===== src/rtl/controller_pkg.sv =====
// controller_pkg: opcodes, FSM states and datapath select encodings shared by the RISC-V control units
package controller_pkg;
  localparam logic [6:0] OP_LOAD   = 7'b0000011;
  localparam logic [6:0] OP_STORE  = 7'b0100011;
  localparam logic [6:0] OP_R      = 7'b0110011;
  localparam logic [6:0] OP_I      = 7'b0010011;
  localparam logic [6:0] OP_LUI    = 7'b0110111;
  localparam logic [6:0] OP_AUIPC  = 7'b0010111;
  localparam logic [6:0] OP_BRANCH = 7'b1100011;
  localparam logic [6:0] OP_JAL    = 7'b1101111;
  localparam logic [6:0] OP_JALR   = 7'b1100111;
  localparam logic [6:0] OP_HALT   = 7'b1110101;

  typedef enum logic [2:0] {
    S_FETCH, S_DECODE, S_EXECUTE, S_MEM, S_WB, S_HALT, S_FAULT
  } state_t;

  localparam logic [1:0] ALU_ADD    = 2'b00;
  localparam logic [1:0] ALU_BRANCH = 2'b01;
  localparam logic [1:0] ALU_FUNCT  = 2'b10;
  localparam logic [1:0] ALU_PASS   = 2'b11;

  localparam logic [1:0] RW_ALU   = 2'b00;
  localparam logic [1:0] RW_PC4   = 2'b01;
  localparam logic [1:0] RW_IMM   = 2'b10;
  localparam logic [1:0] RW_PCIMM = 2'b11;

  function automatic logic is_legal(input logic [6:0] op);
    return op inside {OP_LOAD, OP_STORE, OP_R, OP_I, OP_LUI, OP_AUIPC,
                      OP_BRANCH, OP_JAL, OP_JALR, OP_HALT};
  endfunction

  function automatic logic [1:0] alu_op(input logic [6:0] op);
    return (op == OP_BRANCH) ? ALU_BRANCH :
           (op inside {OP_R, OP_I}) ? ALU_FUNCT :
           (op inside {OP_LUI, OP_JAL, OP_JALR}) ? ALU_PASS : ALU_ADD;
  endfunction

  function automatic logic alu_src(input logic [6:0] op);
    return op inside {OP_LOAD, OP_STORE, OP_I, OP_LUI};
  endfunction
endpackage


===== src/rtl/multicycle_controller_wait_timer.sv =====
// wait_timer: counts stalled handshake cycles and flags the last allowed one
module wait_timer #(
  parameter int TIMEOUT = 0
) (
  input  logic clk,
  input  logic reset,
  input  logic clear,
  input  logic enable,
  output logic expired
);
  localparam int W = TIMEOUT > 1 ? $clog2(TIMEOUT) : 1;

  logic [W-1:0] r_cnt;

  // stalled-cycle count, restarted whenever the FSM changes state
  always_ff @(posedge clk) begin
    if (reset || clear) r_cnt <= '0;
    else if (enable) r_cnt <= r_cnt + W'(1);
  end

  // a ready in the limit cycle drops enable, so ready wins over expiry
  assign expired = (TIMEOUT != 0) && enable && (r_cnt == W'(TIMEOUT - 1));
endmodule


===== src/rtl/multicycle_controller.sv =====
// multicycle_controller: fetch/decode/execute/mem/wb sequencer driving the RISC-V datapath controls
module multicycle_controller
  import controller_pkg::*;
#(
  parameter int CNT_W   = 32,
  parameter int TIMEOUT = 0
) (
  input  logic             clk,
  input  logic             reset,
  input  logic [6:0]       Opcode,
  input  logic             IMemReady,
  input  logic             DMemReady,
  input  logic             Resume,
  output logic             IMemReq,
  output logic             IRWrite,
  output logic             PCWrite,
  output logic [1:0]       ALUOp,
  output logic             ALUSrc,
  output logic             MemRead,
  output logic             MemWrite,
  output logic             MemToReg,
  output logic             RegWrite,
  output logic             Branch,
  output logic             JALSel,
  output logic             JALRSel,
  output logic [1:0]       RWSel,
  output logic             Halted,
  output logic             Fault,
  output logic [CNT_W-1:0] RetireCount
);
  state_t           r_state, w_next;
  logic [6:0]       r_op;
  logic [CNT_W-1:0] r_cnt;
  logic             w_load, w_store, w_branch, w_jal, w_jalr, w_auipc;
  logic             w_wait, w_expired, w_retire;

  assign w_load   = r_op == OP_LOAD;
  assign w_store  = r_op == OP_STORE;
  assign w_branch = r_op == OP_BRANCH;
  assign w_jal    = r_op == OP_JAL;
  assign w_jalr   = r_op == OP_JALR;
  assign w_auipc  = r_op == OP_AUIPC;

  assign w_wait = (r_state == S_FETCH && !IMemReady) || (r_state == S_MEM && !DMemReady);

  wait_timer #(.TIMEOUT(TIMEOUT)) u_wait_timer (
    .clk    (clk),
    .reset  (reset),
    .clear  (w_next != r_state),
    .enable (w_wait),
    .expired(w_expired)
  );

  // state register; the opcode is captured only while decoding
  always_ff @(posedge clk) begin
    if (reset) begin
      r_state <= S_FETCH;
      r_op    <= '0;
    end else begin
      r_state <= w_next;
      if (r_state == S_DECODE) r_op <= Opcode;
    end
  end

  // next-state sequencing, stalls and fault entry
  always_comb begin
    w_next = r_state;
    case (r_state)
      S_FETCH:   w_next = IMemReady ? S_DECODE : w_expired ? S_FAULT : S_FETCH;
      S_DECODE:  w_next = (Opcode == OP_HALT) ? S_HALT : !is_legal(Opcode) ? S_FAULT : S_EXECUTE;
      S_EXECUTE: w_next = w_branch ? S_FETCH : (w_load || w_store) ? S_MEM : S_WB;
      S_MEM:     w_next = !DMemReady ? (w_expired ? S_FAULT : S_MEM) : w_store ? S_FETCH : S_WB;
      S_WB:      w_next = S_FETCH;
      S_HALT:    w_next = Resume ? S_FETCH : S_HALT;
      S_FAULT:   w_next = S_FAULT;
      default:   w_next = S_FAULT;
    endcase
  end

  // datapath controls per state, all forced low while reset is held
  always_comb begin
    IMemReq  = 1'b0;
    IRWrite  = 1'b0;
    PCWrite  = 1'b0;
    ALUOp    = ALU_ADD;
    ALUSrc   = 1'b0;
    MemRead  = 1'b0;
    MemWrite = 1'b0;
    MemToReg = 1'b0;
    RegWrite = 1'b0;
    Branch   = 1'b0;
    JALSel   = 1'b0;
    JALRSel  = 1'b0;
    RWSel    = RW_ALU;
    Halted   = 1'b0;
    Fault    = 1'b0;
    if (!reset) begin
      case (r_state)
        S_FETCH: begin
          IMemReq = 1'b1;
          IRWrite = IMemReady;
        end
        S_EXECUTE: begin
          ALUOp   = alu_op(r_op);
          ALUSrc  = alu_src(r_op);
          Branch  = w_branch;
          PCWrite = w_branch;
        end
        S_MEM: begin
          ALUOp    = alu_op(r_op);
          ALUSrc   = alu_src(r_op);
          MemRead  = w_load;
          MemWrite = w_store;
          PCWrite  = w_store && DMemReady;
        end
        S_WB: begin
          ALUOp    = alu_op(r_op);
          ALUSrc   = alu_src(r_op);
          RegWrite = 1'b1;
          PCWrite  = 1'b1;
          MemToReg = w_load;
          JALSel   = w_jal;
          JALRSel  = w_jalr;
          RWSel    = (w_jal || w_jalr) ? RW_PC4 : w_auipc ? RW_PCIMM : RW_ALU;
        end
        S_HALT: begin
          Halted  = 1'b1;
          PCWrite = Resume;
        end
        S_FAULT: Fault = 1'b1;
        default: Fault = 1'b0;
      endcase
    end
  end

  assign w_retire = (r_state == S_EXECUTE && w_branch) ||
                    (r_state == S_MEM && w_store && DMemReady) ||
                    (r_state == S_WB);

  // retired-instruction counter, wrapping at its width
  always_ff @(posedge clk) begin
    if (reset) r_cnt <= '0;
    else if (w_retire) r_cnt <= r_cnt + CNT_W'(1);
  end

  assign RetireCount = reset ? '0 : r_cnt;
endmodule


===== config.mk =====
export PLATFORM = sky130hd
export DESIGN_NAME = multicycle_controller
export DESIGN_NICKNAME = d
export VERILOG_FILES = /design/src/rtl/controller_pkg.sv /design/src/rtl/multicycle_controller_wait_timer.sv /design/src/rtl/multicycle_controller.sv
export SDC_FILE = /design/constraint.sdc
export NUM_CORES = 1
export LEC_CHECK = 0
export BUFFER_PORTS_ARGS = -buffer_cell sky130_fd_sc_hd__buf_2
export CORE_MARGIN = 5
export CORE_UTILIZATION = 40
export DETAILED_ROUTE_END_ITERATION = 12
export PLACE_DENSITY = 0.72
export SYNTH_ARGS = -nofsm -noshare
export SYNTH_HDL_FRONTEND = slang
export SYNTH_SLANG_ARGS = --single-unit

===== constraint.sdc =====
create_clock -name clk -period 2.36 [get_ports clk]
set_clock_uncertainty 0.1 [all_clocks]
set_input_delay 0.236 -clock clk [delete_from_list [all_inputs] [get_ports clk]]
set_output_delay 0.236 -clock clk [all_outputs]
set_load 0.02 [all_outputs]

Yosys cells after proc, flatten, opt, wreduce, memory -nomap -nowiden:

Cells that the tools add are included.
W data, S select, Z words.

* $add $sub $neg: 1
* multipliers: 0
* div/mod/pow operators: 0
* order comparisons: 0
* equal/unequal tests: 25
* shift-type cells: 0
* muxes and demuxes: 45
* bitwise logic cells: 0
* reductions and logical operators: 14

Operators with widths (number)
* $eq A7 B7 Y1 const B: 7
* $eq A7 B6 Y1 const B: 6
* $add A32 B1 Y32 const B: 1
* $mux W32: 1
* $eq A7 B5 Y1 const B: 4
* $mux W1: 26
* $mux W3: 7
* $mux W2: 9
* $pmux W3 S6: 1
* $eq A7 B2 Y1 const B: 2
* $reduce_bool A10 Y1: 1
* $eq A3 B3 Y1 const B: 3
* $eq A3 B2 Y1 const B: 2
* $logic_and A1 B1 Y1: 4
* $logic_or A1 B1 Y1: 4
* $pmux W1 S4: 1
* $reduce_bool A4 Y1: 1
* $eq A3 B1 Y1 const B: 1
* $logic_not A3 Y1: 1
* $reduce_bool A3 Y1: 1
* $reduce_or A3 Y1: 1
* $reduce_bool A2 Y1: 1

* bits in registers: 42
* bits in latches: 0
* bits in writable memories: 0
* ROM bits: 0
* input port bits: 12
* output and inout port bits: 49
* word-level logic and storage cells: 88
* memories: 0

Logic depth before layout (Yosys ltp):

* word-level depth: 7
* mapped depth: 8
* gate-level depth less buffers: 6

By module:

From an unflattened synthesis, not the netlist that was laid out.

* cells, all modules: 355
* area, all modules: 2718.9 um2

By module, submodules not included
* multicycle_controller: times used 1, cells an instance 353, area each 2707.6 um2, seq. area each 840.8 um2
* wait_timer: times used 1, cells an instance 2, area each 11.3 um2, seq. area each 0.0 um2

Least setup slack after synthesis:

Ideal clock, no wire load.

* path kind: reg2out
* start: register r_state[0]
* end: output ALUOp[1]
* data arrival time: 1.963 ns
* setup slack: 0.061 ns
* cell stages (with the launch flop): 7
* cell sequence: dfxtp_1 -> buf_2 -> clkinv_1 -> nand2_1 -> nor3_1 -> a21oi_1 -> a221oi_1

* word-level cells in the longest chain between the ends: 4

RTL lines
* start: declaration: RTL line multicycle_controller.sv:31 `state_t r_state, w_next;`
* start signal: assignment: RTL line multicycle_controller.sv:60 `r_state <= w_next;`
* $eq A3 B2 Y1 or $eq A3 B3 Y1 (tied branches): RTL line multicycle_controller.sv:98 `case (r_state)`
* $reduce_or A3 Y1 (no source line) (*)
* $mux W2 (*)
* $mux W2 (*): RTL line multicycle_controller.sv:97 `if (!reset) begin`
* end: declaration: RTL line multicycle_controller.sv:17 `output logic [1:0] ALUOp,`

Every way passes the cells marked *; elsewhere a longest branch is shown, timed or not.

Worst setup path after layout:

Same ends and word-level chain as after synthesis.

==> metrics.yaml <==
synthesis:
  synth-seq-cells: 42
  syn_inst: 339
  synth.cell_area_sq_mm: 0.00266
  synth_area_leaders: "dfxtp_1 32%, nor2b_1 6.6%, nor2_1 6.3%"
  avgSynthCellArea_sq_um: 7.85
  synth.net_count: 354
  synth_top_flop_cell: "dfxtp_1"
  ys_seq_area_frac: 0.316
  yosys_warnings: 0
  synthArstFlopShare: 0
  synth_edf_count: 0
  synth.distinct_cells: 55
  yosysTopAreaCell: "dfxtp_1"
  synth_top_area_frac: 0.316
status:
  status: "finished clean"
detailed_routing:
  first_iter_violations: 202
  drt_wl_total_mm: 6.91
  drtPass1Iterations: 5
  drc_errors: 0
  dr_total_vias: 2618
  wire_per_inst_microns: 14.4
  avgViaCountPerCell: 5.48
  postRouteAntennaNets: 0
grt:
  grt_pass1_vias: 2407
  grt_max_degree: 69
  antenna_found_initial: 0
  overflow: 0
  grt_pass1_wl_mm: 11.4
  grt_usage: 0.164
floorplanning:
  die_y_microns: 91.6
  num_io_pins: 61
  start_util: 0.414
  core_sq_mm: 0.00642
  dieArea_sq_mm: 0.00838
  die_x_microns: 91.6
  row_count: 29
timing:
  hold_viol: 0
  slew_violations: 0
  tightestPinTransition_ns: 0.625
  fin_ws_ns: 0.0959
  finalSetupViolCount: 0
  fin_crit_sh: 0.959
  fin_crit_ns: 2.26
  max_freq_ghz: 0.442
  max_slew_margin: 0.583
  rsz0062_at_grt: "yes"
critical_path:
  worstPathArrival_ns: 1.93
  critPathMaxFanout: 9
  start_kind: "flop"
  crit_path_end_kind: "primary output"
  regToRegSetupSlack_ns: 0.17
  worstPathRequired_ns: 2.02
  crit_type: "reg2out"
clock_network:
  htreeDepth: 2
  insertion_delay_ns: 0.30
  postCtsHoldBufs: 0
  clockBufferDepth: 2
  cts-buffers-inserted: 5
  cts_tree: "done"
  clk_pin_slew_ns: 0.08
  clk_root_buffer_cell: "clkbuf_8"
  clkSinkCount: 42
place:
  place_ws_ns: 0.251
  globalplace.congestion: 0.978
  place_hpwl_mm: 5.21
  place_area_sq_mm: 0.00305
  port_buffers: 60
pwr:
  peakVddDrop_v: 0.000189
  leakagePower_nw: 1.26
  power_density_mw_per_mm2: 469
min_path:
  hold_path_class: "in2reg"
layout:
  layout-drive-gt1-share: 0.237
  seq_area_sq_um: 841
  final_cell_area_sq_mm: 0.00318
  n_antenna_cell: 0
  fillers: 632
  areaGrowthSynthToFinish_pct: 19.3
  final_util: 0.494
  multi_input_area_sq_mm: 0.00169
  layout_common_cells: "60 x buf_2, 45 x nor2_1, 42 x dfxtp_1"
  fin_nets: 415
  final_common_cell: "buf_2"
flow_run:
  maxCapViolCount: 0
-- worst max-delay path: stages, from the launching register on --
cell,delay [ns]
dfxtp_1,0.56
clkinvlp_4,0.29
nand2_1,0.17
nor3_2,0.08
a21oi_1,0.26
a221oi_1,0.10
buf_2,0.18
-- cells in the mapped netlist (5+ instances only) --
master    instances
or3_1             6
or4_1             5
and3_1            5
mux2i_1           7
buf_2             6
xor2_1            5
clkbuf_1          7
xnor2_1          11
nor4_1            6
o21ai_0          14
nand4_1          10
a211oi_1          7
nand2_1          24
nand3_1          15
dfxtp_1          42
nor2b_1          28
and4_1            7
a21oi_1          17
inv_1            11
nor3_1            9
nor2_1           45
-- path summary, 6_finish.rpt --
| kind | end | from | cells past startpoint |
|---|---|---|---|
| worst min-delay path | r_op[2]$_SDFFE_PP0N_ | Opcode[2] | 3 |
| worst max register to register | r_cnt[31]$_SDFFE_PP0P_ | r_state[1]$_SDFF_PP0_ | 5 |
| worst min register to register | r_cnt[31]$_SDFFE_PP0P_ | r_cnt[31]$_SDFFE_PP0P_ | 2 |
| worst max-delay path | ALUOp[1] | r_state[0]$_SDFF_PP0_ | 6 |
-- sequential cells by signal, summed over array words and instances, names as in the netlist --
signal and cells:
r_cnt 32, r_op 7, r_state 3
-- through the flow --
step,hold WS [ns],power (mW),TNS (ns),instances
6_report,0.102,1.49,0,478
5_1_grt,0.131,1.55,-0.0450,478
4_1_cts,0.0900,1.50,0,478
3_5_place_dp,0.377,0.934,0,470
3_3_place_gp,0.368,0.930,0,470
2_1_floorplan,0.275,0.885,0,339
-- layout make-up --
class	instances	share of cell area
Multi-Input combinational cell	266	0.531
Inverter	12	0.0154
Clock inverter	1	0.00946
Sequential cell	42	0.265
Timing Repair Buffer	73	0.125
Clock buffer	7	0.0240
Tap cell	77	0.0303
-- power by group --
part	switching, mW	internal [mW]	leakage (nW)
clock	0.249	0.317	0.0524
combinational	0.108	0.0640	0.871
sequential	0.0282	0.723	0.339
-- kinds of logic (layout without fill, tap and decap cells) --
family | Yosys count | after routing | synth area share
multiplexers | 9 | 9 | 0.0348
XOR/XNOR | 16 | 16 | 0.0527
AND/OR/NAND/NOR | 177 | 177 | 0.362
adder cells (fa/ha/maj) | 3 | 3 | 0.0141
AO/OA/AOI/OAI | 61 | 61 | 0.166
buffers and inverters | 31 | 93 | 0.0550
flip-flops | 42 | 42 | 0.316
-- timing repair --
item / CTS / global route
resized for setup: 1 / 3
setup buffers: 0 / 0
setup endpoints to repair: 1 / 2
hold endpoints to repair: 0 / 0
-- layer usage --
metal | share of wire | vias up | GRT usage
li1 | - | 1339 | -
met1 | 0.46 | 1199 | 0.213
met4 | 0.010 | 0 | 0.0528
met3 | 0.050 | 8 | 0.0347
met2 | 0.48 | 72 | 0.269
met5 | 0 | - | 0
(Power assumes the default switching activity.)
